**config.mk**
```make
export PLATFORM = sky130hd
export DESIGN_NAME = tm_axis_packetizer
export DESIGN_NICKNAME = d
export VERILOG_FILES = /design/src/rtl/tm_axis_packetizer.sv
export SDC_FILE = /design/constraint.sdc
export NUM_CORES = 1
export LEC_CHECK = 0
export ABC_AREA = 1
export ABC_CLOCK_PERIOD_IN_PS = 3450
export BUFFER_PORTS_ARGS = -buffer_cell sky130_fd_sc_hd__clkbuf_2
export CORE_MARGIN = 2
export CORE_UTILIZATION = 35
export DETAILED_ROUTE_END_ITERATION = 12
export GPL_TIMING_DRIVEN = 0
export PLACE_DENSITY = 0.72
export SLEW_MARGIN = 0
export SYNTH_ARGS = -nofsm -noshare
export SYNTH_HDL_FRONTEND = slang
export SYNTH_SLANG_ARGS = --single-unit
```
**constraint.sdc**
```tcl
create_clock -name clk -period 3.45 [get_ports clk]
set_input_delay 0.5175 -clock clk [delete_from_list [all_inputs] [get_ports clk]]
set_output_delay 0.5175 -clock clk [all_outputs]
set_load 0.02 [all_outputs]
```
**src/rtl/tm_axis_packetizer.sv**
```systemverilog
// Packetizes an AXI-Stream feature transfer into PACKETS_NUM one-hot packet strobes per datapoint,
// stalling the stream until the inference core signals that it has consumed the result.
module tm_axis_packetizer #(
  parameter int unsigned PACKETS_NUM            = 13,
  parameter int unsigned C_S00_AXIS_TDATA_WIDTH = 64,
  parameter int unsigned DP_CNT_W               = 32
) (
  input  logic                                  clk,
  input  logic                                  rst,
  input  logic [C_S00_AXIS_TDATA_WIDTH-1:0]     s00_axis_tdata,
  input  logic                                  s00_axis_tvalid,
  input  logic                                  s00_axis_tlast,
  output logic                                  s00_axis_tready,
  output logic [C_S00_AXIS_TDATA_WIDTH-1:0]     x,
  output logic [PACKETS_NUM-1:0]                valid,
  output logic [$clog2(PACKETS_NUM)-1:0]        packet_counter,
  output logic                                  last,
  input  logic                                  finish,
  output logic                                  frame_err,
  output logic [DP_CNT_W-1:0]                   dp_count
);

  localparam int unsigned IDX_W = $clog2(PACKETS_NUM);
  localparam logic [IDX_W-1:0] IDX_LAST = IDX_W'(PACKETS_NUM - 1);

  typedef enum logic {
    ST_RECV = 1'b0,
    ST_WAIT = 1'b1
  } state_e;

  state_e                              state_q, state_d;
  logic [IDX_W-1:0]                    idx_q, idx_d;
  logic [C_S00_AXIS_TDATA_WIDTH-1:0]   x_q, x_d;
  logic [PACKETS_NUM-1:0]              valid_q, valid_d;
  logic [IDX_W-1:0]                    pc_q, pc_d;
  logic                                last_q, last_d;
  logic                                pending_q, pending_d;
  logic                                frame_err_q, frame_err_d;
  logic [DP_CNT_W-1:0]                 dp_count_q, dp_count_d;
  logic                                at_end_c;

  assign at_end_c = (idx_q == IDX_LAST);

  // State and datapath registers
  always_ff @(posedge clk or posedge rst) begin
    if (rst) begin
      state_q     <= ST_RECV;
      idx_q       <= '0;
      x_q         <= '0;
      valid_q     <= '0;
      pc_q        <= '0;
      last_q      <= 1'b0;
      pending_q   <= 1'b0;
      frame_err_q <= 1'b0;
      dp_count_q  <= '0;
    end else begin
      state_q     <= state_d;
      idx_q       <= idx_d;
      x_q         <= x_d;
      valid_q     <= valid_d;
      pc_q        <= pc_d;
      last_q      <= last_d;
      pending_q   <= pending_d;
      frame_err_q <= frame_err_d;
      dp_count_q  <= dp_count_d;
    end
  end

  // Next-state and output decode
  always_comb begin
    state_d     = state_q;
    idx_d       = idx_q;
    x_d         = x_q;
    valid_d     = '0;
    pc_d        = pc_q;
    last_d      = 1'b0;
    pending_d   = pending_q;
    frame_err_d = frame_err_q;
    dp_count_d  = dp_count_q;

    case (state_q)
      ST_RECV: begin
        if (s00_axis_tvalid) begin
          x_d     = s00_axis_tdata;
          pc_d    = idx_q;
          valid_d = PACKETS_NUM'(1) << idx_q;
          if (s00_axis_tlast) begin
            pending_d = 1'b1;
          end
          // last rides with the final strobe of the datapoint, or with a premature tlast beat
          if (s00_axis_tlast || (pending_q && at_end_c)) begin
            last_d    = 1'b1;
            pending_d = 1'b0;
          end
          if (s00_axis_tlast && !at_end_c) begin
            frame_err_d = 1'b1;
            idx_d       = '0;
          end else if (at_end_c) begin
            idx_d      = '0;
            state_d    = ST_WAIT;
            dp_count_d = dp_count_q + DP_CNT_W'(1);
          end else begin
            idx_d = idx_q + IDX_W'(1);
          end
        end
      end
      ST_WAIT: begin
        if (finish) begin
          state_d = ST_RECV;
        end
      end
      default: state_d = ST_RECV;
    endcase
  end

  assign s00_axis_tready = (state_q == ST_RECV);
  assign x               = x_q;
  assign valid           = valid_q;
  assign packet_counter  = pc_q;
  assign last            = last_q;
  assign frame_err       = frame_err_q;
  assign dp_count        = dp_count_q;

endmodule

```
==> results of run 1 <==
placed cells by master, fill, tap and decap left out, types with 3 or more instances in the layout:
cell / synthesis / layout
ha_1: 7 / 7
nand4_1: 12 / 12
nor2_8: 3 / 3
dfrtp_1: 121 / 121
buf_2: 8 / 8
inv_6: 0 / 3
o21ai_0: 9 / 9
nand3b_1: 5 / 5
inv_1: 39 / 38
inv_2: 3 / 3
xor2_1: 8 / 8
clkbuf_16: 0 / 17
nand2_1: 284 / 284
buf_12: 1 / 4
nor2_4: 4 / 4
clkinv_4: 0 / 4
clkinvlp_4: 0 / 3
nor2_1: 47 / 47
nand3_4: 3 / 3
clkbuf_1: 5 / 5
nor3_1: 7 / 7
nand3_1: 14 / 14
clkbuf_2: 0 / 184
xnor2_1: 8 / 8
flip-flops by register name, indices dropped and copies added, names as in the netlist:
register and flops:
dp_count 32, frame_err 1, idx_q 4, last 1
packet_counter 4, pending_q 1, state_q 1, valid 13
x 64
metrics by stage:
stage	setup WS, ns	hold WS, ns	cells	utilization [%]
floorplan	1.449	0.4599	602	-
global placement	0.6028	0.4542	970	43.97
detailed placement	1.688	0.4572	973	44.38
CTS	1.685	0.07611	1004	48.40
global route	1.489	0.09563	1004	48.40
finish	1.690	0.08015	1004	48.40
power breakdown:
part | switching, mW | internal, mW | total [mW] | leakage (nW)
clock network | 0.666 | 1.08 | 1.75 | 0.283
logic | 0.295 | 0.147 | 0.443 | 2.13
registers | 0.0542 | 1.51 | 1.57 | 1.55
total | 1.02 | 2.75 | 3.76 | 3.97
layout make-up:
| cell class | count | share of cell area (%) |
|---|---|---|
| flip-flops and latches | 121 | 42.88 |
| repair buffers | 187 | 13.89 |
| plain buffers | 17 | 1.329 |
| clock buffers | 18 | 6.220 |
| clock inverters | 13 | 2.073 |
| multi-input cells | 422 | 28.05 |
| well taps | 184 | 3.261 |
| inverters | 42 | 2.286 |
worst reg2reg max path: stages (launching register included):
cell and delay [ns]:
dfrtp_1 0.42, inv_1 0.12, ha_1 0.21, nand2_2 0.13
nor2_8 0.19, nand3_2 0.16, nor2_1 0.23, nand2_1 0.08
nand2_1 0.06, nand2_1 0.05
how the worst max path moves through the flow:
stage | from | end | slack (ns) | depth (start not counted)
2_1_floorplan | rst | dp_count[0] | 1.45 | 1
3_3_place_gp | rst | x[6] | 0.60 | 2
3_5_place_dp | idx_q[0] | dp_count[15] | 1.69 | 9
4_1_cts | idx_q[0] | dp_count[15] | 1.68 | 9
5_1_grt | idx_q[0] | dp_count[15] | 1.49 | 9
6_report | idx_q[0] | dp_count[27] | 1.69 | 9
cell families after synthesis:
family,synth area share (%)
adder cells (fa/ha/maj),1.665
buffers and inverters,4.781
AND/OR/NAND/NOR,31.95
XOR/XNOR,2.664
AO/OA/AOI/OAI,1.380
flip-flops,57.56
routing by layer:
metal | part of all wire, % | wire length (µm) | up-vias
met1 | 44 | 5567 | 2040
li1 | - | - | 2261
met3 | 7.1 | 900 | 19
met5 | 0 | 0 | -
met2 | 47 | 5983 | 136
met4 | 2.0 | 252 | 0
==> summary.txt, run 1 <==
Run status
  • Status: complete, no violations

Worst setup path
  • Worst R2R Start: idx_q[0]
  • CP Data Required Time: 3.76 ns
  • R2r endpoint: dp_count[27]
  • Most used cell, CP: nand2_1
  • Critical path arrival: 2.07 ns
  • Crit. End Element: flop
  • Critical path's largest stage delay: 0.42 ns
  • Worst path slowest cell: dfrtp_1
  • CP bufs+invs: 1
  • Crit Path Max Fanout: 5
  • Worst Path Class, Setup: reg -> reg
  • Reg2reg path depth: 9
  • Cell Chain, Critical Path: inv_1 -> ha_1 -> nand2_2 -> nor2_8 -> nand3_2 -> nor2_1 -> nand2_1 -> nand2_1 -> nand2_1
  • R2r setup slk: 1.69 ns
  • Critical path's top delay family: simple AND/OR/NAND/NOR gates
  • Crit start category: flop

GRT
  • Pin count of the biggest net entering global routing: 43
  • Vias in the first global route: 4465
  • M2 GR Usage: 27.49%
  • Initial antenna violation count: 0
  • Gr ovfl total: 0
  • Busiest grt layer: met2
  • Met3 Use GR: 5.820%
  • GRT Util Overall: 17.05%
  • Met1 Use GR: 20.95%
  • First-pass GRT wire length: 21580 µm

Routing
  • Remaining routing DRC violations: 0
  • DR pass1 iterations: 4
  • Routed vias/inst: 4.438
  • Final WL: 12700 µm
  • Post-detailed-route count of antenna-violating nets: 0
  • Initial drt markers: 178
  • DR WL/cell: 12.65 µm
  • Routed via count: 4456

Logic synthesis
  • Area contributors post-synth: dfrtp_1, nand2_1, nor2_1, inv_1, ha_1
  • Syn_nets: 678
  • Most frequent cell after synthesis: nand2_1
  • Yosys Warn Count: 0
  • Cell area after synthesis: 5260 µm²
  • Share of the synthesized area in the top cell type: 57.56%
  • Post-synth cell types: 30
  • Top_reg_cell synth: dfrtp_1
  • Number of flops mapped to enable cells by yosys: 0
  • Seq/Total Area, Yosys: 57.56%
  • Synth Instances: 602
  • Ys async rst share: 100.0%
  • Mean Syn Cell Area: 8.738 µm²
  • Synth area leader: dfrtp_1
  • Commonest cells in the netlist: nand2_1, dfrtp_1, nor2_1, inv_1, nand3_1
  • #FFs+latches synth: 121

Clock network
  • CTS max path bufs: 2
  • CTS tree: done
  • Post-CTS setup buffers: 0
  • CTS buffer count: 17
  • Worst-path clk slew: 0.06 ns
  • CTS HTree Levels: 4
  • Clk root buf: clkbuf_16
  • Worst-Skew Late Latency: 0.42 ns
  • Post-cts gate resize count: 0
  • Clock sink total: 121
  • Hold-fix buffers, CTS: 0

Worst hold path
  • Min-Delay Path Class: in -> async

Timing
  • Final min period: 1.760 ns
  • Fmax: 568.2 MHz
  • Worst Skew: 0.006620 ns
  • Final worst-path cycle share: 51.01%
  • Endpoints failing hold: 0
  • Tightest Pin Transition: 0.4809 ns
  • RSZ-0062 raised after global routing: no
  • Worst rel slew slack: 67.94%
  • Setup violations, final: 0
  • Slew Viols, Final: 0
  • Setup TNS: 0 ns

Placement
  • Port bufs: 184
  • Final HPWL DP: 9619 µm
  • Final GP Congestion: 0.8368
  • Cell Area, Placed: 6475 µm²

Finish
  • Multi-input gate area: 1981 µm²
  • Fillers: 1424
  • Fin nets: 884
  • Final instance area: 7061 µm²
  • N_diodes: 0
  • Area grow syn2layout: 34.23%
  • Layout cell share with drive strength beyond 1: 30.24%
  • Reg area: 3028 µm²

Power and ir drop
  • Max VDD drop: 0.0003229 V
  • Power, Total: 3.761 mW
  • Leak pwr: 3.967 nW
  • Power per cell area: 532.7 nW/µm²

Floorplanning
  • Io pins: 185
  • Die footprint: 16030 µm²
  • Initial Util: 36.05%
  • Chip Width: 126.6 µm
  • Die span in y: 126.6 µm
  • Core ar.: 14590 µm²
  • Std cell rows: 44

Job
  • Maxcap violations: 0
Power figures use the tool's default switching activity.
==> inputs of run 2 (changes only) <==
--- a/config.mk
+++ b/config.mk
@@ -6,13 +6,13 @@
 export NUM_CORES = 1
 export LEC_CHECK = 0
 export ABC_AREA = 1
-export ABC_CLOCK_PERIOD_IN_PS = 3450
+export ABC_CLOCK_PERIOD_IN_PS = 1800
 export BUFFER_PORTS_ARGS = -buffer_cell sky130_fd_sc_hd__clkbuf_2
 export CORE_MARGIN = 2
 export CORE_UTILIZATION = 35
 export DETAILED_ROUTE_END_ITERATION = 12
 export GPL_TIMING_DRIVEN = 0
-export PLACE_DENSITY = 0.72
+export PLACE_DENSITY = 0.69
 export SLEW_MARGIN = 0
 export SYNTH_ARGS = -nofsm -noshare
 export SYNTH_HDL_FRONTEND = slang
==> constraint.sdc (replaced) <==
create_clock -name clk -period 1.8 [get_ports clk]
set_input_delay 0.27 -clock clk [delete_from_list [all_inputs] [get_ports clk]]
set_output_delay 0.27 -clock clk [all_outputs]
set_load 0.02 [all_outputs]
==> run 2 against run 1 <==
First-iteration DRC count grew 37%. Sequential share of layout area grew 0.15 points. Flip-flop and latch count is the same. Critical path depth is the same. Register-to-register slack lost 1.6 ns. Clock skew grew 0.0018 ns. Clock power grew 78%. Via count grew 0.52%. Core utilization shrank 0.15 points. Final area shrank 0.30%. Critical endpoint unchanged.
==> summary.txt, run 2 (same netlist as run 1, synthesis figures left out) <==
Run status
  • Status: complete, no violations

Worst setup path
  • Worst Path Class, Setup: reg -> reg
  • Crit. End Element: flop
  • CP Data Required Time: 2.11 ns (-1.65 ns)
  • Reg2reg path depth: 9 (unchanged)
  • Critical path arrival: 1.98 ns (-0.09 ns)
  • Crit Path Max Fanout: 5 (unchanged)
  • Crit start category: flop

GRT
  • Met3 Use GR: 5.652% (-0.17 points)
  • GRT Util Overall: 16.90% (-0.14 points)
  • M2 GR Usage: 26.30% (-1.2 points)
  • Met1 Use GR: 21.87% (+0.92 points)
  • Vias in the first global route: 4394 (-1.6%)
  • Initial antenna violation count: 0 (unchanged)
  • First-pass GRT wire length: 21380 µm (-0.89%)
  • Pin count of the biggest net entering global routing: 44 (+2.3%)
  • Gr ovfl total: 0 (unchanged)
  • Busiest grt layer: met2

Floorplanning
  • Io pins: 185 (unchanged)
  • Core ar.: 14590 µm² (unchanged)
  • Initial Util: 36.05% (unchanged)
  • Die footprint: 16030 µm² (unchanged)
  • Chip Width: 126.6 µm (unchanged)
  • Std cell rows: 44 (unchanged)
  • Die span in y: 126.6 µm (unchanged)

Clock network
  • Hold-fix buffers, CTS: 0 (unchanged)
  • CTS HTree Levels: 4 (unchanged)
  • Worst-path clk slew: 0.06 ns (about the same)
  • Worst-Skew Late Latency: 0.41 ns (about the same)
  • Clk root buf: clkbuf_16
  • CTS buffer count: 17 (unchanged)
  • CTS tree: done
  • CTS max path bufs: 2 (unchanged)
  • Clock sink total: 121 (unchanged)

Power and ir drop
  • Leak pwr: 3.945 nW (-0.55%)
  • Clk pwr share: 44.7% (-1.9 points)
  • NetSw: 1.884 mW (+85%)
  • Max VDD drop: 0.0006139 V (+90%)
  • Logic pwr share: 12.1% (+0.3 points)
  • Power per cell area: 988.4 nW/µm² (+86%)
  • Switch share: 27.08% (+0.069 points)
  • Sequential power share: 43.2% (+1.5 points)
  • Int Pwr: 5.074 mW (+85%)

Finish
  • Area grow syn2layout: 33.82%
  • Max reg flops: 64 (unchanged)
  • Fillers: 1415 (-0.63%)
  • Fin nets: 885 (+0.11%)
  • N_diodes: 0 (unchanged)
  • Most frequent cells in the layout: nand2_1, clkbuf_2, dfrtp_1
  • Most common cell after layout, fill and taps aside: nand2_1
  • Layout cell share with drive strength beyond 1: 31.39% (+1.1 points)

Placement
  • Pre-CTS setup slack: 0.04327 ns (-1.645 ns)
  • Port bufs: 184 (unchanged)
  • Final HPWL DP: 9470 µm (-1.6%)
  • Final GP Congestion: 0.8540 (+2.1%)

Timing
  • Fmax: 597.9 MHz (+5.2%)
  • Worst Skew: 0.008385 ns (+0.001765 ns)
  • Final min period: 1.673 ns (-0.08723 ns)
  • Tightest Pin Transition: 0.8710 ns (+0.3901 ns)
  • Final WS setup: 0.1274 ns (-1.563 ns)
  • Worst rel slew slack: 41.81% (-26 points)
  • Hold Slack: 0.005028 ns (-0.07512 ns)
  • Slew Viols, Final: 0 (unchanged)
  • RSZ-0062 raised after global routing: no
  • Final worst-path cycle share: 92.92% (+42 points)
  • Setup violations, final: 0 (unchanged)
  • Endpoints failing hold: 0 (unchanged)

Routing
  • Routed vias/inst: 4.452 (+0.32%)
  • Remaining routing DRC violations: 0 (unchanged)
  • Routed via count: 4479 (+0.52%)
  • Final WL: 12830 µm (+0.95%)
  • Post-detailed-route count of antenna-violating nets: 0 (unchanged)
  • DR pass1 iterations: 4 (unchanged)
  • DR WL/cell: 12.75 µm (+0.75%)
  • Initial drt markers: 243 (+37%)

Job
  • Maxcap violations: 0 (unchanged)

Worst hold path
  • Min-Delay Path Class: in -> async
[run 2: cell types whose count changed in the layout (fill, tap and decap cells not counted), sizes merged]
cell and change:
clkinv +1, buf +1, bufinv -2, clkinvlp +2
inv -3, clkbuf +3
[run 2: final cells by class]
cell class / count / area [µm²] / area share (%)
Clock inverter: 11 / 72.57 / 1.031
Timing Repair Buffer: 188 / 975.9 / 13.86
Tap cell: 184 / 230.2 / 3.271
Buffer: 17 / 93.84 / 1.333
Inverter: 42 / 161.4 / 2.293
Clock buffer: 21 / 480.5 / 6.825
Multi-Input combinational cell: 422 / 1996 / 28.35
Sequential cell: 121 / 3029 / 43.03
[run 2: path summary, 6_finish.rpt]
path                                     from           end  slack [ns]
hold reg to reg                          x[8]          x[8]        0.47
hold / removal                            rst         x[31]       0.005
setup reg to reg                     idx_q[0]  dp_count[27]        0.13
min in group clk           s00_axis_tdata[49]         x[49]        0.06
max in group asynchronous                 rst      idx_q[0]        0.82
setup / recovery                     idx_q[0]  dp_count[27]        0.13
[run 2: layer usage]
| layer | up-vias | wire [µm] |
|---|---|---|
| met5 | - | 0 |
| met4 | 0 | 257 |
| met3 | 18 | 965 |
| met2 | 160 | 5851 |
| met1 | 2027 | 5750 |
| li1 | 2274 | - |
[run 2: critical path, cell delays in order (launching register included)]
cell and delay [ns]:
dfrtp_2 0.44, inv_2 0.08, ha_2 0.19, nand2_2 0.12, nor2_8 0.18, nand3_2 0.20
nor2_2 0.19, nand2_1 0.07, nand2_1 0.05, nand2_1 0.04
[run 2: what timing repair did]
action | CTS | global route
setup endpoints to repair | 0 | 16
gates resized for setup | 0 | 10
buffers inserted | 0 | 2
[run 2: per-stage QoR]
| stage | util [%] | total power [mW] | instance area (µm²) | TNS (ns) | instances |
|---|---|---|---|---|---|
| final | 48.25 | 6.958 | 7039 | 0 | 1006 |
| after global routing | 48.25 | 7.305 | 7039 | 0 | 1006 |
| after CTS | 48.04 | 7.059 | 7008 | 0 | 1004 |
| after detailed placement | 44.25 | 3.907 | 6455 | 0 | 972 |
| after global placement | 43.97 | 3.883 | 6415 | -94.98 | 970 |
| after floorplan | - | 3.543 | 5264 | 0 | 602 |
[run 2: power groups by stage]
stage / Clock, mW / Combinational, mW / Sequential, mW
floorplan: 0 / 0.291 / 3.25
global placement: 0 / 0.837 / 3.05
detailed placement: 0 / 0.861 / 3.05
CTS: 3.20 / 0.860 / 3.00
global route: 3.33 / 0.948 / 3.03
finish: 3.11 / 0.844 / 3.01
==> inputs of run 3 (changes only) <==
--- a/config.mk
+++ b/config.mk
@@ -7,12 +7,12 @@
 export LEC_CHECK = 0
 export ABC_AREA = 1
 export ABC_CLOCK_PERIOD_IN_PS = 1800
-export BUFFER_PORTS_ARGS = -buffer_cell sky130_fd_sc_hd__clkbuf_2
 export CORE_MARGIN = 2
 export CORE_UTILIZATION = 35
 export DETAILED_ROUTE_END_ITERATION = 12
+export DONT_BUFFER_PORTS = 1
 export GPL_TIMING_DRIVEN = 0
-export PLACE_DENSITY = 0.69
+export PLACE_DENSITY_LB_ADDON = 0.1
 export SLEW_MARGIN = 0
 export SYNTH_ARGS = -nofsm -noshare
 export SYNTH_HDL_FRONTEND = slang
==> run 3 against run 2 <==
Cell count decreased by 12%. Non-clock buffer count shrank 117. Sequential power rose by 8.3%. First-iteration DRC count down 42%. Final area shrank 2.1%. Clock power is 17% higher.
==> summary.txt, run 3 (same netlist as run 1, synthesis figures left out) <==
Power and ir drop
  • Power per cell area: 1075 nW/µm² (+8.7%)
  • Max VDD drop: 0.0005750 V (-6.3%)
  • Leak pwr: 3.482 nW (-12%)

Worst setup path
  • Worst R2R Start: idx_q[1]
  • Worst Path Class, Setup: reg -> reg
  • Setup crit start: idx_q[1]
  • Critical path arrival: 1.97 ns (about the same)
  • Crit start category: flop
  • Crit. End Element: flop
  • Crit Path Max Fanout: 10 (+5)
  • CP Data Required Time: 2.10 ns (about the same)

Clock network
  • Clk root buf: clkbuf_16
  • CTS max path bufs: 2 (unchanged)
  • CTS HTree Levels: 4 (unchanged)
  • Worst-path clk slew: 0.05 ns (about the same)
  • CTS tree: done
  • CTS buffer count: 17 (unchanged)
  • Clock sink total: 121 (unchanged)
  • Worst-Skew Late Latency: 0.41 ns (about the same)

Routing
  • DR pass1 iterations: 4 (unchanged)
  • DR WL/cell: 14.68 µm (+15%)
  • Routed vias/inst: 4.699 (+5.5%)
  • Final WL: 13050 µm (+1.8%)
  • Routed via count: 4177 (-6.7%)
  • Remaining routing DRC violations: 0 (unchanged)
  • Post-detailed-route count of antenna-violating nets: 0 (unchanged)
  • Initial drt markers: 142 (-42%)

Timing
  • Hold Slack: 0.04736 ns (+0.04233 ns)
  • Final min period: 1.679 ns (+0.005946 ns)
  • Final worst-path cycle share: 93.25% (+0.33 points)
  • Tightest Pin Transition: 0.5018 ns (-0.3692 ns)
  • Slew Viols, Final: 0 (unchanged)
  • RSZ-0062 raised after global routing: no
  • Worst rel slew slack: 66.48% (+25 points)
  • Worst Skew: 0.005703 ns (-0.002682 ns)
  • Endpoints failing hold: 0 (unchanged)
  • Setup violations, final: 0 (unchanged)
  • Fmax: 595.8 MHz (-0.35%)

GRT
  • GRT Util Overall: 16.94% (+0.036 points)
  • Initial antenna violation count: 0 (unchanged)
  • Pin count of the biggest net entering global routing: 44 (unchanged)
  • Vias in the first global route: 4161 (-5.3%)
  • First-pass GRT wire length: 21440 µm (+0.26%)
  • Gr ovfl total: 0 (unchanged)

Job
  • Maxcap violations: 0 (unchanged)

Placement
  • Dpl cells: 789 (-19%)
  • Port bufs: 0 (-100%)
  • Final GP Congestion: 0.7848 (-8.1%)
  • Final HPWL DP: 9245 µm (-2.4%)

Worst hold path
  • Min-Delay Path Class: in -> reg
  • Worst hold start: s00_axis_tlast

Finish
  • Fillers: 1361 (-3.8%)
  • Most common cell after layout, fill and taps aside: nand2_1
  • Max reg flops: 64 (unchanged)
  • Fin cells: 889 (-12%)
  • Fin nets: 768 (-13%)
  • Layout cell share with drive strength beyond 1: 11.06% (-20 points)
  • N_diodes: 0 (unchanged)
  • Area grow syn2layout: 31.07%
  • Most frequent cells in the layout: nand2_1, dfrtp_1, dlygate4sd3_1

Floorplanning
  • Core ar.: 14590 µm² (unchanged)
  • Initial Util: 36.05% (unchanged)
  • Chip Width: 126.6 µm (unchanged)
  • Std cell rows: 44 (unchanged)
  • Die span in y: 126.6 µm (unchanged)
  • Io pins: 185 (unchanged)
  • Die footprint: 16030 µm² (unchanged)

Run status
  • Status: complete, no violations
## run 3: cell types whose count changed in the layout (fill, tap and decap cells not counted), moves of 2 or more
| cell | delta |
|---|---|
| clkbuf_2 | -184 |
| dlygate4sd3_1 | +66 |
| dfrtp_1 | -3 |
| nor2_2 | +2 |
| clkinv_2 | -2 |
| bufinv_16 | +4 |
| clkinvlp_4 | -3 |
| dfrtp_2 | +3 |
## run 3: worst paths after layout
path / end / slack, ns / depth (start not counted)
worst max-delay path: dp_count[31] / 0.12 / 10
worst min-delay path: frame_err / 0.05 / 2
worst max register to register: dp_count[31] / 0.12 / 10
worst min register to register: pending_q / 0.51 / 2
max in group asynchronous: x[11] / 0.64 / 4
min in group asynchronous: dp_count[31] / 0.37 / 2
## run 3: cell type report
| cell class | instances | area, µm² | area share (%) |
|---|---|---|---|
| clock inverters | 11 | 168.9 | 2.450 |
| clock buffers | 21 | 470.5 | 6.824 |
| plain buffers | 17 | 93.84 | 1.361 |
| flip-flops and latches | 121 | 3033 | 43.99 |
| inverters | 42 | 161.4 | 2.341 |
| multi-input cells | 422 | 2001 | 29.02 |
| well taps | 184 | 230.2 | 3.339 |
| repair buffers | 71 | 735.7 | 10.67 |
## run 3: metal layers
layer	wire length (µm)	GRT usage [%]	share of wire, %	vias up
met1	5435	19.86	42	1979
met4	250	7.046	1.9	0
met3	1014	6.790	7.8	19
met2	6349	27.68	49	138
li1	-	-	-	2041
met5	0	0	0	-
## run 3: through the flow
step	util, %	instance area [µm²]	setup TNS (ns)	power, mW	worst slack (ns)
5_1_grt	47.26	6894	0	7.727	0.005942
6_report	47.26	6894	0	7.408	0.1215
2_1_floorplan	-	5264	0	3.543	0.04666
4_1_cts	47.05	6864	0	7.509	0.005057
3_5_place_dp	38.07	5554	-0.03601	3.695	-0.01971
3_3_place_gp	37.66	5494	-73.27	3.666	-0.6130
## run 3: what timing repair did
action,CTS,global route
pin swaps,1,2
hold buffers,66,0
resized for setup,2,11
setup buffers,1,1
endpoints found under the setup margin,3,11
endpoints found under the hold margin,87,0
## run 3: critical path: stages (launching register included)
cell	delay (ns)
dfrtp_1	0.42
inv_2	0.10
ha_1	0.19
nand2_2	0.13
nor2_8	0.20
buf_12	0.16
nand2_4	0.06
nor2_4	0.12
nand3_1	0.08
nand2_1	0.07
nand2_1	0.05
## run 3: where the power goes
group          switching, mW  total [mW]  internal [mW]
registers              0.360        3.26           2.90
logic                  0.279       0.497          0.218
clock network           1.22        3.65           2.43
total                   1.86        7.41           5.54
